$ cat src/rtl/unum4_norm_pkg.sv
// unum4_norm_pkg: shared constants for the unum4 normalize-and-round stage.
//   Default datapath widths, exponent range limits, saturation mantissas and
//   the rounding-mode encoding (only round-to-nearest-even exists today).
package unum4_norm_pkg;

   localparam int MAN_IN_W_DEF  = 32;
   localparam int MAN_MAX_W_DEF = 29;
   localparam int EXP_MAX_W_DEF = 16;

   // Exponent limits, held two bits wider than the exponent so the
   // pre-check value can exceed them without wrapping.
   localparam logic signed [EXP_MAX_W_DEF+1:0] EXP_POS_MAX =
      (EXP_MAX_W_DEF+2)'((2**(EXP_MAX_W_DEF-1)) - 1);
   localparam logic signed [EXP_MAX_W_DEF+1:0] EXP_NEG_MIN =
      -((EXP_MAX_W_DEF+2)'(2**(EXP_MAX_W_DEF-1)));

   // Largest-magnitude positive (0111...1) and negative (1000...0) mantissas.
   localparam logic [MAN_MAX_W_DEF-1:0] MANT_POS_SAT = {1'b0, {(MAN_MAX_W_DEF-1){1'b1}}};
   localparam logic [MAN_MAX_W_DEF-1:0] MANT_NEG_SAT = {1'b1, {(MAN_MAX_W_DEF-1){1'b0}}};

   typedef enum logic [1:0] {
      RND_RNE = 2'd0
   } rnd_mode_e;

endpackage

$ cat src/rtl/unum4_clz.sv
// unum4_clz: combinational leading-zero counter.
//   din : W-bit input vector
//   cnt : number of zero bits above the highest set bit (W when din == 0).
//         EXTRA widens the count beyond the minimum needed.
module unum4_clz #(
   parameter  int W     = 31,
   parameter  int EXTRA = 0,
   localparam int CW    = $clog2(W+1) + EXTRA
) (
   input  logic [W-1:0]  din,
   output logic [CW-1:0] cnt
);

   // NOTE: every always_comb output gets a default before any conditional
   // assignment, so no path leaves it unassigned and no latch is inferred.
   always_comb begin
      cnt = CW'(W);
      // Scanning upward lets the highest set bit take the last assignment.
      for (int i = 0; i < W; i++) begin
         if (din[i]) cnt = CW'(W - 1 - i);
      end
   end

endmodule

$ cat src/rtl/unum4_norm.sv
// unum4_norm: 3-stage normalize-and-round ahead of the unum4 pack unit.
//   clk, rst_n : clock, asynchronous active-low reset
//   start      : operands valid this cycle
//   exp_in     : signed exponent
//   mant_in    : signed mantissa, value = mant_in / 2^(MAN_IN_W-2)
//   done       : start delayed 3 cycles; outputs below are valid with it
//   exp_out    : normalized signed exponent
//   mant_out   : normalized mantissa, value = mant_out / 2^(MAN_MAX_W-1)
//   ovf / unf  : result saturated / flushed to zero by exponent range
module unum4_norm
   import unum4_norm_pkg::*;
#(
   parameter int MAN_IN_W  = MAN_IN_W_DEF,
   parameter int MAN_MAX_W = MAN_MAX_W_DEF,
   parameter int EXP_MAX_W = EXP_MAX_W_DEF,
   parameter int EXTRA     = 0
) (
   input  logic                 clk,
   input  logic                 rst_n,
   input  logic                 start,
   input  logic [EXP_MAX_W-1:0] exp_in,
   input  logic [MAN_IN_W-1:0]  mant_in,
   output logic                 done,
   output logic [EXP_MAX_W-1:0] exp_out,
   output logic [MAN_MAX_W-1:0] mant_out,
   output logic                 ovf,
   output logic                 unf
);

   localparam int LW = $clog2(MAN_IN_W) + EXTRA;   // lead count width
   localparam int EW = EXP_MAX_W + 2;              // no-wrap exponent width
   localparam int GW = MAN_IN_W - MAN_MAX_W - 1;   // bits below the guard bit

   localparam logic signed [EW-1:0] E_ONE = EW'(1);
   localparam logic signed [EW-1:0] E_POS = EW'((2**(EXP_MAX_W-1)) - 1);
   localparam logic signed [EW-1:0] E_NEG = -(EW'(2**(EXP_MAX_W-1)));

   localparam logic [MAN_MAX_W-1:0] POS_SAT  = {1'b0, {(MAN_MAX_W-1){1'b1}}};
   localparam logic [MAN_MAX_W-1:0] NEG_SAT  = {1'b1, {(MAN_MAX_W-1){1'b0}}};
   localparam logic [MAN_MAX_W-1:0] POS_HALF = {2'b01, {(MAN_MAX_W-2){1'b0}}};
   localparam logic [MAN_MAX_W-1:0] NEG_HALF = {2'b11, {(MAN_MAX_W-2){1'b0}}};

   localparam rnd_mode_e RND_MODE = RND_RNE;

   // ---------------- stage 1: leading sign-bit count ----------------
   logic [MAN_IN_W-2:0] clz_in;
   logic [LW-1:0]       lead;

   // Bits equal to the sign become zeros, so a zero count gives the run length.
   assign clz_in = mant_in[MAN_IN_W-2:0] ^ {(MAN_IN_W-1){mant_in[MAN_IN_W-1]}};

   unum4_clz #(.W(MAN_IN_W-1), .EXTRA(EXTRA)) u_clz (
      .din (clz_in),
      .cnt (lead)
   );

   logic                 v1, v2;
   logic [EXP_MAX_W-1:0] exp1;
   logic [MAN_IN_W-1:0]  mant1;
   logic [LW-1:0]        lead1;
   logic                 zero1;

   // ---------------- stage 2: shift and exponent adjust ----------------
   logic [MAN_IN_W-1:0]  sh;
   logic signed [EW-1:0] exp_ext, lead_ext, e_n;

   always_comb begin
      sh       = mant1 << lead1;
      exp_ext  = {{2{exp1[EXP_MAX_W-1]}}, exp1};
      lead_ext = EW'(lead1);
      e_n      = exp_ext + E_ONE - lead_ext;
   end

   logic                 zero2, sign2, g2, s2;
   logic [MAN_MAX_W-1:0] m2;
   logic signed [EW-1:0] e2;

   // NOTE: datapath registers carry no reset; only the valids and the
   // visible outputs need a defined value, and data is qualified by valid.
   always_ff @(posedge clk) begin
      exp1  <= exp_in;
      mant1 <= mant_in;
      lead1 <= lead;
      zero1 <= (mant_in == '0);
      zero2 <= zero1;
      sign2 <= sh[MAN_IN_W-1];
      m2    <= sh[MAN_IN_W-1 -: MAN_MAX_W];
      g2    <= sh[GW];
      s2    <= |sh[GW-1:0];
      e2    <= e_n;
   end

   // ---------------- stage 3: round, renormalize, range check ----------------
   logic                 inc;
   logic [MAN_MAX_W-1:0] mr, mant_n;
   logic signed [EW-1:0] er;
   logic [EXP_MAX_W-1:0] exp_n;
   logic                 ovf_n, unf_n;

   always_comb begin
      inc = 1'b0;
      if (RND_MODE == RND_RNE) inc = g2 & (s2 | m2[0]);
      mr = m2 + MAN_MAX_W'(inc);
      er = e2;
      // Rounding can only leave the normalized form at these two points.
      if (!sign2 && mr[MAN_MAX_W-1]) begin
         mr = POS_HALF;
         er = e2 + E_ONE;
      end else if (sign2 && mr == NEG_HALF) begin
         mr = NEG_SAT;
         er = e2 - E_ONE;
      end

      mant_n = mr;
      exp_n  = er[EXP_MAX_W-1:0];
      ovf_n  = 1'b0;
      unf_n  = 1'b0;
      if (zero2) begin
         mant_n = '0;
         exp_n  = '0;
      end else if (er > E_POS) begin
         ovf_n  = 1'b1;
         exp_n  = {1'b0, {(EXP_MAX_W-1){1'b1}}};
         mant_n = sign2 ? NEG_SAT : POS_SAT;
      end else if (er < E_NEG) begin
         unf_n  = 1'b1;
         mant_n = '0;
         exp_n  = '0;
      end
   end

   // NOTE: sequential state uses non-blocking assignments so every stage
   // samples the previous-cycle value of the stage before it.
   always_ff @(posedge clk or negedge rst_n) begin
      if (!rst_n) begin
         v1       <= 1'b0;
         v2       <= 1'b0;
         done     <= 1'b0;
         ovf      <= 1'b0;
         unf      <= 1'b0;
         exp_out  <= '0;
         mant_out <= '0;
      end else begin
         v1   <= start;
         v2   <= v1;
         done <= v2;
         // Results hold between dones.
         if (v2) begin
            ovf      <= ovf_n;
            unf      <= unf_n;
            exp_out  <= exp_n;
            mant_out <= mant_n;
         end
      end
   end

endmodule

$ cat config.mk
export PLATFORM = sky130hd
export DESIGN_NAME = unum4_norm
export DESIGN_NICKNAME = d
export VERILOG_FILES = /design/src/rtl/unum4_norm_pkg.sv /design/src/rtl/unum4_clz.sv /design/src/rtl/unum4_norm.sv
export SDC_FILE = /design/constraint.sdc
export NUM_CORES = 1
export LEC_CHECK = 0
export BUFFER_PORTS_ARGS = -buffer_cell sky130_fd_sc_hd__buf_2
export CORE_ASPECT_RATIO = 1.5
export CORE_MARGIN = 2
export CORE_UTILIZATION = 53
export CTS_CLUSTER_DIAMETER = 30
export DETAILED_ROUTE_END_ITERATION = 7
export MAX_ROUTING_LAYER = met4
export PLACE_DENSITY = 0.84
export SYNTH_ARGS = -nofsm -noshare
export SYNTH_HDL_FRONTEND = slang
export SYNTH_SLANG_ARGS = --single-unit
export TNS_END_PERCENT = 5
$ cat constraint.sdc
create_clock -name clk -period 5 [get_ports clk]
set_input_delay 0.5 -clock clk [delete_from_list [all_inputs] [get_ports clk]]
set_output_delay 0.5 -clock clk [all_outputs]
set_load 0.02 [all_outputs]
; Word level (Yosys, flattened, before mapping)
; Index checks and enable logic that the tools add are counted.
[totals]
word_cells = 88
out_inout_bits = 48
register_bits = 155
in_bits = 51
[classes]
mux = 46
n_addsub = 5
order_cmp = 2
shift = 1
bitwise = 3
n_reduce_logical = 9
n_eq_ne = 1
[op_table]
columns = op, count
row1 = 29-bit 2-to-1 mux, 6
row2 = 4-bit 2-to-1 mux, 16
row3 = 16-bit 2-to-1 mux, 3
row4 = 18-bit 2-to-1 mux, 2
row5 = 32-bit logical NOT, 1
row6 = 32-bit by 5-bit << shifter with 32-bit output, 1
row7 = 31-bit XOR, 1
row8 = 29-bit by 1-bit adder with 29-bit output, 1
row9 = 29-bit equality test (second input constant), 1
row10 = 3-bit 2-to-1 mux, 8
row11 = 18-bit by 2-bit adder with 18-bit output (second input constant), 1
row12 = 18-bit by 16-bit greater-than comparator with 1-bit output (second input constant), 1
row13 = 18-bit by 16-bit < comparator with 1-bit output (second input constant), 1
row14 = 17-bit by 6-bit subtractor with 18-bit output, 1
row15 = 18-bit by 2-bit subtractor with 18-bit output (second input constant), 1
row16 = 16-bit by 2-bit adder with 17-bit output (second input constant), 1
row17 = 16-bit OR reduction, 1
row18 = 2-bit 2-to-1 mux, 4
row19 = 8-bit OR reduction, 1
row20 = 1-bit 2-to-1 mux, 7
row21 = 2-bit OR reduction, 2
row22 = 4-bit OR reduction, 1
row23 = 1-bit logical AND, 2
row24 = 1-bit bitwise AND, 1
row25 = 2 further kinds, 2

; Longest topological paths before layout
; Gate-level depths: netlist (run 1).
[depth]
word_depth = 31
mapped_depth = 20
ltp_nobuf = 17

; Cells and area by module
; A second synthesis (run 1) with hierarchy kept.
[hier_totals]
hier_cells = 946
hier_area_um2 = 8678.3
[modules_own_cells]
columns = mod, cells_each, area_each_um2, instances, seq_area_each_um2
row1 = unum4_norm, 885, 8334.2, 1, 3333.2
row2 = unum4_clz, 61, 344.1, 1, 0.0

; Least setup slack after synthesis (run 1)
; No wires, ideal clock.
[synth_path]
path_kind = flip-flop to flip-flop
from = register m2[0]
to = register mant_out[1]
setup_slack_ns = 0.831
setup_ns = 0.139
required_time_ns = 4.861
t_arrival_ns = 4.029
stages_incl_launch_ff = 18
period_less_slack_ns = 4.169
path_cell_list = dfxtp_1 and2_1 ha_1 nand3_2 nor3_2 and4_1 and4_1 ha_1 nor4b_1 and4b_1 nand4_1 nor4_4 nor2_1 a311o_4 nand3_1 a2bb2oi_2 buf_6 o221ai_2
[synth_between]
elab_chain_cells = 11
[synth_rtl]
columns = element, line
row1 = "start, declared", unum4_norm.sv:75  ; logic [MAN_MAX_W-1:0] m2;
row2 = "start signal, assigned", unum4_norm.sv:87  ; m2 <= sh[MAN_IN_W-1 -: MAN_MAX_W];
row3 = 1-bit bitwise OR, unum4_norm.sv:102  ; if (RND_MODE == RND_RNE) inc = g2 & (s2 | m2[0]);
row4 = 1-bit bitwise AND, unum4_norm.sv:102
row5 = 29-bit by 1-bit adder with 29-bit output (*), unum4_norm.sv:103  ; mr = m2 + MAN_MAX_W'(inc);
row6 = 29-bit equality test, unum4_norm.sv:109  ; end else if (sign2 && mr == NEG_HALF) begin
row7 = 1-bit logical AND, unum4_norm.sv:109
row8 = 18-bit 2-to-1 mux, unum4_norm.sv:109
row9 = 18-bit 2-to-1 mux, unum4_norm.sv:106  ; if (!sign2 && mr[MAN_MAX_W-1]) begin
row10 = 18-bit by 16-bit < comparator with 1-bit output, unum4_norm.sv:125  ; end else if (er < E_NEG) begin
row11 = 29-bit 2-to-1 mux, unum4_norm.sv:125
row12 = 29-bit 2-to-1 mux (*), unum4_norm.sv:121  ; end else if (er > E_POS) begin
row13 = 29-bit 2-to-1 mux (*), unum4_norm.sv:118  ; if (zero2) begin
row14 = "end signal, assigned", unum4_norm.sv:152  ; mant_out <= mant_n;
row15 = "end, declared", unum4_norm.sv:25  ; output logic [MAN_MAX_W-1:0] mant_out,
; Mark *: on every way between the ends. The rest lies on a longest branch, timed or not.
; A chain may end at the register's enable or synchronous reset.

; Worst setup path after layout (run 1)
[layout_path]
from = register m2[0]
to = register mant_out[14]
; Same word-level chain as after synthesis.

==> results of run 1 <==
report_power, final:
| group | internal, mW | switching (mW) | leakage [nW] |
|---|---|---|---|
| sequential | 1.43 | 0.202 | 1.48 |
| combinational | 0.427 | 0.600 | 2.58 |
| clock | 0.796 | 0.493 | 0.286 |
per-layer routing:
metal,GRT usage (%),routed length (um),vias to the layer above,share of wire [%]
met1,25.4,8010,3585,40
met4,10.5,796,0,4.0
met2,40.7,10400,278,52
met3,3.52,885,56,4.4
li1,-,-,3796,-
met5,-,0,-,0
through the flow:
stage | utilization [%] | power (mW)
2_1_floorplan | - | 2.39
3_3_place_gp | 57.0 | 2.64
3_5_place_dp | 57.0 | 2.67
4_1_cts | 60.6 | 3.96
5_1_grt | 60.6 | 4.16
6_report | 60.6 | 3.95
cells by family after synthesis:
kind of cell,Yosys count
mux,50
flops,154
xor+xnor,59
buf+inv,153
simple gates,348
fa+ha+maj,26
compound gates,223
cells in the mapped netlist, types with 9 or more instances:
| master | instances |
|---|---|
| o21ai_0 | 47 |
| nor4_1 | 11 |
| xnor2_1 | 43 |
| or3_1 | 10 |
| nand4_1 | 18 |
| dfrtp_1 | 50 |
| dfxtp_1 | 104 |
| mux4_2 | 15 |
| and3_1 | 16 |
| a21oi_1 | 40 |
| nor3_1 | 27 |
| nand2_1 | 99 |
| mux2i_1 | 30 |
| a211oi_1 | 9 |
| o221ai_1 | 23 |
| nor2b_1 | 11 |
| clkbuf_1 | 23 |
| nand3_1 | 35 |
| nor2_1 | 71 |
| o22ai_1 | 13 |
| o221ai_2 | 22 |
| inv_1 | 89 |
| a31oi_1 | 12 |
| ha_1 | 25 |
| xor2_1 | 16 |
registers in the layout (all words and copies together), names as in the netlist:
name / count
m2: 29
v2: 1
exp_out: 16
exp1: 16
v1: 1
zero1: 1
unf: 1
e2: 18
g2: 1
ovf: 1
s2: 1
done: 1
mant1: 32
zero2: 1
mant_out: 29
lead1: 5
cell type report:
type / count / area [um2] / area share [%]
Tap cell: 210 / 263 / 2.58
Clock buffer: 20 / 447 / 4.38
Inverter: 94 / 353 / 3.46
Multi-Input combinational cell: 706 / 5090 / 49.9
Timing Repair Buffer: 108 / 566 / 5.55
Sequential cell: 154 / 3330 / 32.7
Clock inverter: 11 / 150 / 1.47
how the worst min path moves through the flow:
| stage | cells past startpoint | to | startpoint | slack [ns] |
|---|---|---|---|---|
| floorplan | 0 | done | rst_n | 0.20 |
| global placement | 0 | v2 | v1 | 0.34 |
| detailed placement | 0 | v2 | v1 | 0.34 |
| CTS | 1 | exp1[4] | exp_in[4] | 0.17 |
| global route | 1 | exp1[9] | exp_in[9] | 0.17 |
| finish | 1 | exp1[4] | exp_in[4] | 0.18 |
==> impl_results.md, run 1 <==
- Initial antenna violation count: 0
- Antenna Cells: 0
- Rows: 58
- Filler Cell Count: 1430
- Worst R2R Setup Slack: between 0.4 and 0.5 ns
- DR vias: between 7000 and 8000
- Final period utilization: between 90% and 100%
- Final setup viols: 0
- Cell Area, Placed: a little under 10000 um2
- CP Launch Type: flop
- CTS tree: yes
- CP Max Fanout: 27
- Final Net Count: 1158
- Slowest cell on crit path: a311o_4
- Worst vdd ir: 0.247 mV
- Total track usage: 22.9%
- Die Ht: 165 um
- Warnings from Yosys: 0
- Worst slack, placed: 0.406 ns
- Setup ws final: around 0.44 ns
- CP Data Arrival Time: a little under 5 ns
- DP HPWL: around 15000 um
- Post-synth top flop: dfxtp_1
- F_max: 0.219 GHz
- Horiz. Die Dim: 111 um
- Synth Instances: just over 1000
- Final Non-Filler Cells: 1303
- Clk sinks: 154
- Hold Buf Count CTS: 0
- Starting density of the core: 54.3%
- Synth Net Count: 1090
- Worst-Margin Slew: 1.06 ns
- Die footprint: 18300 um2
- Syn_area_per_cell: 9.03 um2
- Worst-Skew Late Latency: ~0.42 ns
- Ranking of synthesized cells by area: dfxtp_1 (23%), dfrtp_1 (14%), xnor2_1 (4.1%)
- Final hold viol count: 0
- Worst path max stage delay: 0.44 ns
- Layout cells sized above 1: 19.4%
- Power Dens Cells: approximately 390 nW/um2
- Largest area contributor in the netlist: dfxtp_1
- Drt first-iter violations: 613
- Critical Path Sink: mant_out[14]
- Clock slew at reported path FFs: 0.06 ns
- WP data required: 5.27 ns
- DR pass1 iterations: 8
- Crit-path cells: and2_1 -> ha_1 -> nand3_2 -> nor3_2 -> and4_1 -> and4_1 -> ha_1 -> nor4b_1 -> and4b_1 -> nand4_1 -> nor4_4 -> nor2_1 -> a311o_4 -> nand3_1 -> a2bb2oi_2 -> buf_4 -> o221ai_1
- PostCTS Resize Cnt: 0
- Yosys cell types: 88
- Detailed-route DRC error count: 0
- CTS root buf: clkbuf_16
- Routed WL: around 20000 um
- Post-Synth Simple-Gate Area: 20.0%
- Number of I/O pins: a little under 100
- Sequential area share after synthesis: 36.4%
- Setup CP Type: reg -> reg
- H-tree levels: 4
- Synth Register Bits: 154
- Slew HR: 29.4%
- TritonCTS Buffers: 17
- Number of global-route vias before repair: between 7000 and 8000
- Final worst clock skew: 0.0107 ns
- Outcome: finished clean
- CP top delay family: simple AND/OR/NAND/NOR gates
- Post-route ant nets: 0
- Hold_ws: approximately 0.18 ns
- HP Class: in -> reg
- Commonest non-fill, non-tap cell in the layout: dfxtp_1
- Top cell type's share of synthesized area: 22.8%
- Final setup TNS: 0 ns
- Crit path buf inv count: 1
- P_leak: 4.35 nW
- Synth Cell Area: approximately 9100 um2
- Reg2Reg Depth: 17
- FF-to-FF Start: m2[0]
- CTS Buffer Depth: 2
- CP Capture Type: flop
- Largest family of logic cells by synthesized area: simple AND/OR/NAND/NOR gates
- I/O Buffers: 98
- Commonest cells after routing, fill and taps aside: dfxtp_1 (104), nand2_1 (99), buf_2 (98)
- Pin count of the biggest net entering global routing: 52
- Placed cell count: 1272
- EDFF count, synth: 0
- Core area: 16800 um2
- Adder-Cell Fraction of Synth Area: 3.64%
- Avg Vias per Cell: just under 6
- Post-Layout Inst Area: around 10000 um2
- Levels on crit path: 17
- Max Slew Vio Count: 0
- Crit path time final: 4.56 ns
- RSZ-0062 raised after global routing: false
- Crit. Startpoint: m2[0]
- Post-synthesis compound-gate area fraction: 18.7%
- First-pass GRT wire length: between 30000 and 40000 um
- Routability Congestion: approximately 0.95
- Asr flop ratio synth: 32.5%
- Area Overhead vs Synth: 11.5%
- Mux contribution to synthesized area: 7.59%
- Max Cap Viol: 0
- Post-CTS setup buffer count: 0
- Post-synthesis xor/xnor area fraction: 5.65%
- Global route overflow: 0
- DR WL/cell: 15.4 um
- R2R Path End: mant_out[14]
(Power assumes the default switching activity.)
==> inputs of run 2 (changes only) <==
- CORE_UTILIZATION: 53 -> 55
- PLACE_DENSITY: 0.84 -> 0.86
==> impl_results.md, run 2 (synthesis results as in run 1) <==
- Drt first-iter violations: 513 (was 613)
- HP Class: in -> reg (unchanged)
- Final setup viols: 0 (unchanged)
- Reg with most FFs: mant1 (unchanged)
- Antenna Cells: 0 (unchanged)
- R2R Path End: mant_out[16] (was mant_out[14])
- Final period utilization: 92.4% (was 91.1%)
- Multi-input gate area: 5090 um2 (about the same)
- I/O Buffers: 98 (unchanged)
- Worst vdd ir: 0.211 mV (was 0.247 mV)
- Slowest cell on crit path: a311o_4 (unchanged)
- Crit path time final: 4.62 ns (was 4.56 ns)
- Layout cells sized above 1: 19.3% (was 19.4%)
- Hold path start: exp_in[4] (unchanged)
- Detailed-route DRC error count: 0 (unchanged)
- CP Max Fanout: 27 (unchanged)
- Registers with the most flip-flops: mant1: 32 flops, m2: 29 flops, mant_out: 29 flops (unchanged)
- Placed cell count: 1267 (was 1272)
- Crit-path cells: and2_1 -> ha_1 -> nand3_2 -> nor3_4 -> and4_1 -> and4_1 -> ha_1 -> nor4b_1 -> and4b_1 -> nand4_1 -> nor4_4 -> nor2_1 -> a311o_4 -> nand3_1 -> a2bb2oi_2 -> buf_4 -> o221ai_1 (was and2_1 -> ha_1 -> nand3_2 -> nor3_2 -> and4_1 -> and4_1 -> ha_1 -> nor4b_1 -> and4b_1 -> nand4_1 -> nor4_4 -> nor2_1 -> a311o_4 -> nand3_1 -> a2bb2oi_2 -> buf_4 -> o221ai_1)
- Worst-Skew Late Latency: 0.42 ns (about the same)
- CTS Buffer Depth: 2 (unchanged)
- Logic pwr share: 26.4% (was 26.0%)
- Clk sinks: 154 (unchanged)
- Routed WL: 20700 um (was 20100 um)
- Sequential power share: 41.8% (was 41.4%)
- Reg2Reg Depth: 17 (unchanged)
- Final hold viol count: 0 (unchanged)
- CP Capture Type: flop (unchanged)
- Sw Ratio: 33.8% (was 32.8%)
- DR pass1 iterations: 6 (was 8)
- Number of I/O pins: 99 (unchanged)
- Core area: 16300 um2 (was 16800 um2)
- Cell Int Power: 2.59 mW (was 2.66 mW)
- Die footprint: 17700 um2 (was 18300 um2)
- First-pass GRT wire length: 34000 um (was 33900 um)
- Post-route ant nets: 0 (unchanged)
- Global route overflow: 0 (unchanged)
- CTS root buf: clkbuf_16 (unchanged)
- Final Non-Filler Cells: 1298 (was 1303)
- Max reg flops: 32 (unchanged)
- Post-CTS setup buffer count: 0 (unchanged)
- Overall power: 3.92 mW (was 3.95 mW)
- Starting density of the core: 56.2% (was 54.3%)
- Die Ht: 162 um (was 165 um)
- RSZ-0062 raised after global routing: false (unchanged)
- Power Dens Cells: 385 nW/um2 (was 387 nW/um2)
- DR WL/cell: 15.9 um (was 15.4 um)
- Commonest non-fill, non-tap cell in the layout: dfxtp_1 (unchanged)
- Outcome: finished clean (unchanged)
- DP HPWL: 15500 um (was 15000 um)
- Clock share of power: 31.7% (was 32.6%)
- Max Slew Vio Count: 0 (unchanged)
- CP Launch Type: flop (unchanged)
- FF-to-FF Start: m2[0] (unchanged)
- Commonest cells after routing, fill and taps aside: dfxtp_1 (104), nand2_1 (99), buf_2 (98) (unchanged)
- Worst path max stage delay: 0.44 ns (about the same)
- Worst R2R Setup Slack: 0.38 ns (was 0.44 ns)
- DR vias: 7820 (was 7715)
- Clock slew at reported path FFs: 0.06 ns (about the same)
- Area Overhead vs Synth: 11.2% (was 11.5%)
- F_max: 0.216 GHz (was 0.219 GHz)
- P_leak: 4.35 nW (about the same)
- CTS tree: yes (unchanged)
- Filler Cell Count: 1320 (was 1430)
- Sw Pwr: 1.33 mW (was 1.30 mW)
- Avg Vias per Cell: 6.02 (was 5.92)
- Rows: 57 (was 58)
- Setup ws final: 0.379 ns (was 0.443 ns)
- TritonCTS Buffers: 17 (unchanged)
- Setup CP Type: reg -> reg (unchanged)
- Seq. cell area: 3330 um2 (unchanged)
- H-tree levels: 4 (unchanged)
- Crit path buf inv count: 1 (unchanged)
- Total track usage: 24.4% (was 22.9%)
- Horiz. Die Dim: 109 um (was 111 um)
- Final worst clock skew: 0.0109 ns (was 0.0107 ns)
- Slew HR: 26.0% (was 29.4%)
- Initial antenna violation count: 0 (unchanged)
- Hold path depth: 1 (unchanged)
- Number of global-route vias before repair: 7383 (was 7317)
- Final Net Count: 1157 (was 1158)
- CP Data Arrival Time: 4.87 ns (was 4.82 ns)
- Routability Congestion: 0.971 (was 0.950)
- Worst-Margin Slew: 1.11 ns (was 1.06 ns)
- Worst slack, placed: 0.336 ns (was 0.406 ns)
- Final setup TNS: 0 ns (unchanged)
- Levels on crit path: 17 (unchanged)
- CP top delay family: simple AND/OR/NAND/NOR gates (unchanged)
- Max Cap Viol: 0 (unchanged)
- WP data required: 5.25 ns (was 5.27 ns)
- Hold_ws: 0.181 ns (was 0.184 ns)
- Pin count of the biggest net entering global routing: 52 (unchanged)
- Hold endpoint: exp1[4] (unchanged)
==> run 2: cell types whose count changed in the layout (fill, tap and decap cells not counted), sizes merged <==
cell	delta
clkbuf	-3
clkinv	+1
bufinv	-1
inv	+4
clkinvlp	-1
buf	-1
==> run 2: worst max-delay path by stage <==
stage / endpoint / from / slack (ns)
finish: mant_out[16] / m2[0] / 0.38
global route: mant_out[18] / m2[0] / 0.07
CTS: mant_out[15] / m2[0] / 0.31
detailed placement: mant_out[15] / m2[0] / 0.34
global placement: mant_out[14] / m2[0] / 0.52
floorplan: mant_out[1] / m2[0] / 0.83
==> run 2: timing repair <==
item	in CTS	in global routing
gates resized for setup	0	1
endpoints found under the setup margin	0	6
hold buffers	0	0
==> run 2: per-layer routing <==
metal	vias to the layer above	part of all wire, %	global-route usage, %
met5	-	0	-
li1	3798	-	-
met4	0	4.8	12.9
met3	79	4.6	3.21
met1	3640	39	27.3
met2	303	51	41.8
==> run 2: cell type report <==
| class | instances | area share (%) |
|---|---|---|
| multi-input cells | 706 | 50.1 |
| flip-flops and latches | 154 | 32.8 |
| repair buffers | 107 | 5.49 |
| clock buffers | 17 | 4.18 |
| inverters | 94 | 3.47 |
| well taps | 206 | 2.54 |
| clock inverters | 14 | 1.44 |
==> run 2: power by group through the flow <==
stage               sequential [mW]  combinational (mW)  clock, mW
global placement               1.65               0.988          0
floorplan                      1.70               0.689          0
finish                         1.64                1.04       1.24
detailed placement             1.66                1.02          0
CTS                            1.64                1.03       1.25
global route                   1.67                1.13       1.31
==> run 2: worst register-to-register path: stages, from the launching register on <==
cell and delay, ns:
dfxtp_1 0.37, and2_1 0.14, ha_1 0.25, nand3_2 0.22, nor3_4 0.33, and4_1 0.28, and4_1 0.20, ha_1 0.24
nor4b_1 0.22, and4b_1 0.21, nand4_1 0.14, nor4_4 0.43, nor2_1 0.11, a311o_4 0.44, nand3_1 0.14, a2bb2oi_2 0.15
buf_4 0.38, o221ai_1 0.21
==> run 2: metrics by stage <==
step	utilization, %	cell area [um2]
after CTS	62.5	10200
after detailed placement	59.0	9590
after global placement	59.0	9590
after floorplan	-	9150
after global routing	62.5	10200
final	62.5	10200
==> inputs of run 3 (changes only) <==
- CORE_ASPECT_RATIO: 1.5 -> 1.1
==> impl_results.md, run 3 (synthesis results as in run 1) <==
- Core area: 16300 um2 (about the same)
- Drt first-iter violations: 605 (was 513)
- Area Overhead vs Synth: 12.2% (was 11.2%)
- Global route overflow: 0 (unchanged)
- Rows: 49 (was 57)
- Crit. Startpoint: g2 (was m2[0])
- Routed WL: 20000 um (was 20700 um)
- CP top delay family: simple AND/OR/NAND/NOR gates (unchanged)
- Pin count of the biggest net entering global routing: 52 (unchanged)
- Routability Congestion: 0.952 (was 0.971)
- Die footprint: 17700 um2 (about the same)
- P_leak: 4.40 nW (was 4.35 nW)
- Starting density of the core: 56.1% (was 56.2%)
- CP Max Fanout: 27 (unchanged)
- WP data required: 5.26 ns (was 5.25 ns)
- Hold Buf Count CTS: 0 (unchanged)
- Levels on crit path: 17 (unchanged)
- Post-route ant nets: 0 (unchanged)
- Total track usage: 23.6% (was 24.4%)
- Registers with the most flip-flops: mant1: 32 flops, m2: 29 flops, mant_out: 29 flops (unchanged)
- Final Net Count: 1157 (unchanged)
- Crit path buf inv count: 1 (unchanged)
- Worst-Skew Late Latency: 0.43 ns (was 0.42 ns)
- Slew HR: 29.3% (was 26.0%)
- DR WL/cell: 15.4 um (was 15.9 um)
- Max reg flops: 32 (unchanged)
- Commonest non-fill, non-tap cell in the layout: dfxtp_1 (unchanged)
- Number of global-route vias before repair: 7074 (was 7383)
- Detailed-route DRC error count: 0 (unchanged)
- HP Class: in -> reg (unchanged)
- Worst R2R Setup Slack: 0.42 ns (was 0.38 ns)
- Fin util: 62.9% (was 62.5%)
- Outcome: finished clean (unchanged)
- Worst vdd ir: 0.261 mV (was 0.211 mV)
- R2R Path End: mant_out[18] (was mant_out[16])
- CTS tree: yes (unchanged)
- Initial antenna violation count: 0 (unchanged)
- RSZ-0062 raised after global routing: false (unchanged)
- Commonest cells after routing, fill and taps aside: dfxtp_1 (104), nand2_1 (99), buf_2 (98) (unchanged)
- Clk sinks: 154 (unchanged)
- Crit-path cells: and2_1 -> ha_1 -> nand3_2 -> nor3_4 -> and4_1 -> and4_1 -> ha_1 -> nor4b_1 -> and4b_1 -> nand4_1 -> nor4_4 -> nor2_1 -> a311o_4 -> o211ai_4 -> nand2b_1 -> buf_4 -> o221ai_1 (was and2_1 -> ha_1 -> nand3_2 -> nor3_4 -> and4_1 -> and4_1 -> ha_1 -> nor4b_1 -> and4b_1 -> nand4_1 -> nor4_4 -> nor2_1 -> a311o_4 -> nand3_1 -> a2bb2oi_2 -> buf_4 -> o221ai_1)
- Crit path time final: 4.58 ns (was 4.62 ns)
- CP Capture Type: flop (unchanged)
- Setup ws final: 0.416 ns (was 0.379 ns)
- Final hold viol count: 0 (unchanged)
- Worst slack, placed: 0.336 ns (about the same)
- Reg with most FFs: mant1 (unchanged)
- Avg Vias per Cell: 5.94 (was 6.02)
- First-pass GRT wire length: 33400 um (was 34000 um)
- Antenna Cells: 0 (unchanged)
- CP Data Arrival Time: 4.85 ns (was 4.87 ns)
- Slowest cell on crit path: a311o_4 (unchanged)
- Worst path max stage delay: 0.44 ns (about the same)
- Final setup viols: 0 (unchanged)
- Reg2Reg Depth: 17 (unchanged)
- Final worst clock skew: 0.00797 ns (was 0.0109 ns)
- H-tree levels: 4 (unchanged)
- CP Launch Type: flop (unchanged)
- F_max: 0.218 GHz (was 0.216 GHz)
- Number of I/O pins: 99 (unchanged)
- I/O Buffers: 98 (unchanged)
- Final period utilization: 91.7% (was 92.4%)
- Horiz. Die Dim: 127 um (was 109 um)
- Layout cells sized above 1: 19.6% (was 19.3%)
- Filler Cell Count: 1337 (was 1320)
- FF-to-FF Start: g2 (was m2[0])
- Clock slew at reported path FFs: 0.06 ns (about the same)
- Worst-Margin Slew: 1.06 ns (was 1.11 ns)
- Power Dens Cells: 399 nW/um2 (was 385 nW/um2)
- Die Ht: 139 um (was 162 um)
- DR pass1 iterations: 5 (was 6)
- Max Slew Vio Count: 0 (unchanged)
- Final setup TNS: 0 ns (unchanged)
- Setup CP Type: reg -> reg (unchanged)
- CTS root buf: clkbuf_16 (unchanged)
- DP HPWL: 14700 um (was 15500 um)
- Critical Path Sink: mant_out[18] (was mant_out[16])
- CTS Buffer Depth: 2 (unchanged)
- DR vias: 7699 (was 7820)
- Max Cap Viol: 0 (unchanged)
- TritonCTS Buffers: 17 (unchanged)
[run 3: stage by stage]
step           cell area (um2)  total power, mW  hold WS [ns]  cells
6_report                 10300             4.09         0.168   1297
5_1_grt                  10300             4.29         0.156   1297
4_1_cts                  10300             4.10         0.160   1297
3_5_place_dp              9590             2.67         0.341   1265
3_3_place_gp              9590             2.64         0.351   1265
2_1_floorplan             9150             2.39         0.204   1013
[run 3: power breakdown]
part,internal (mW),switching (mW)
registers,1.43,0.207
clock network,0.912,0.514
logic,0.427,0.599
[run 3: worst min path at each step]
| stage | startpoint | end | slack, ns | cells past startpoint |
|---|---|---|---|---|
| finish | exp_in[9] | exp1[9] | 0.17 | 1 |
| detailed placement | v1 | v2 | 0.34 | 0 |
| CTS | exp_in[9] | exp1[9] | 0.16 | 1 |
| floorplan | rst_n | done | 0.20 | 0 |
| global placement | v1 | v2 | 0.35 | 0 |
| global route | exp_in[8] | exp1[8] | 0.16 | 1 |
[run 3: metal layers]
| metal | track usage (%) | wire [um] |
|---|---|---|
| met3 | 3.88 | 1010 |
| met1 | 30.1 | 8890 |
| met5 | - | 0 |
| met2 | 37.0 | 9480 |
| met4 | 10.8 | 650 |
[run 3: what timing repair did]
action,in CTS,in global routing
resized for setup,0,1
endpoints found under the setup margin,0,6
setup buffers,0,0
[run 3: cell type report]
class | instances | area (um2) | share of cell area [%]
clock buffer | 20 | 489 | 4.77
clock inverter | 12 | 183 | 1.78
sequential | 154 | 3330 | 32.5
tap | 204 | 255 | 2.49
multi-input combinational | 706 | 5090 | 49.6
inverter | 94 | 353 | 3.44
timing repair buffer | 107 | 558 | 5.44
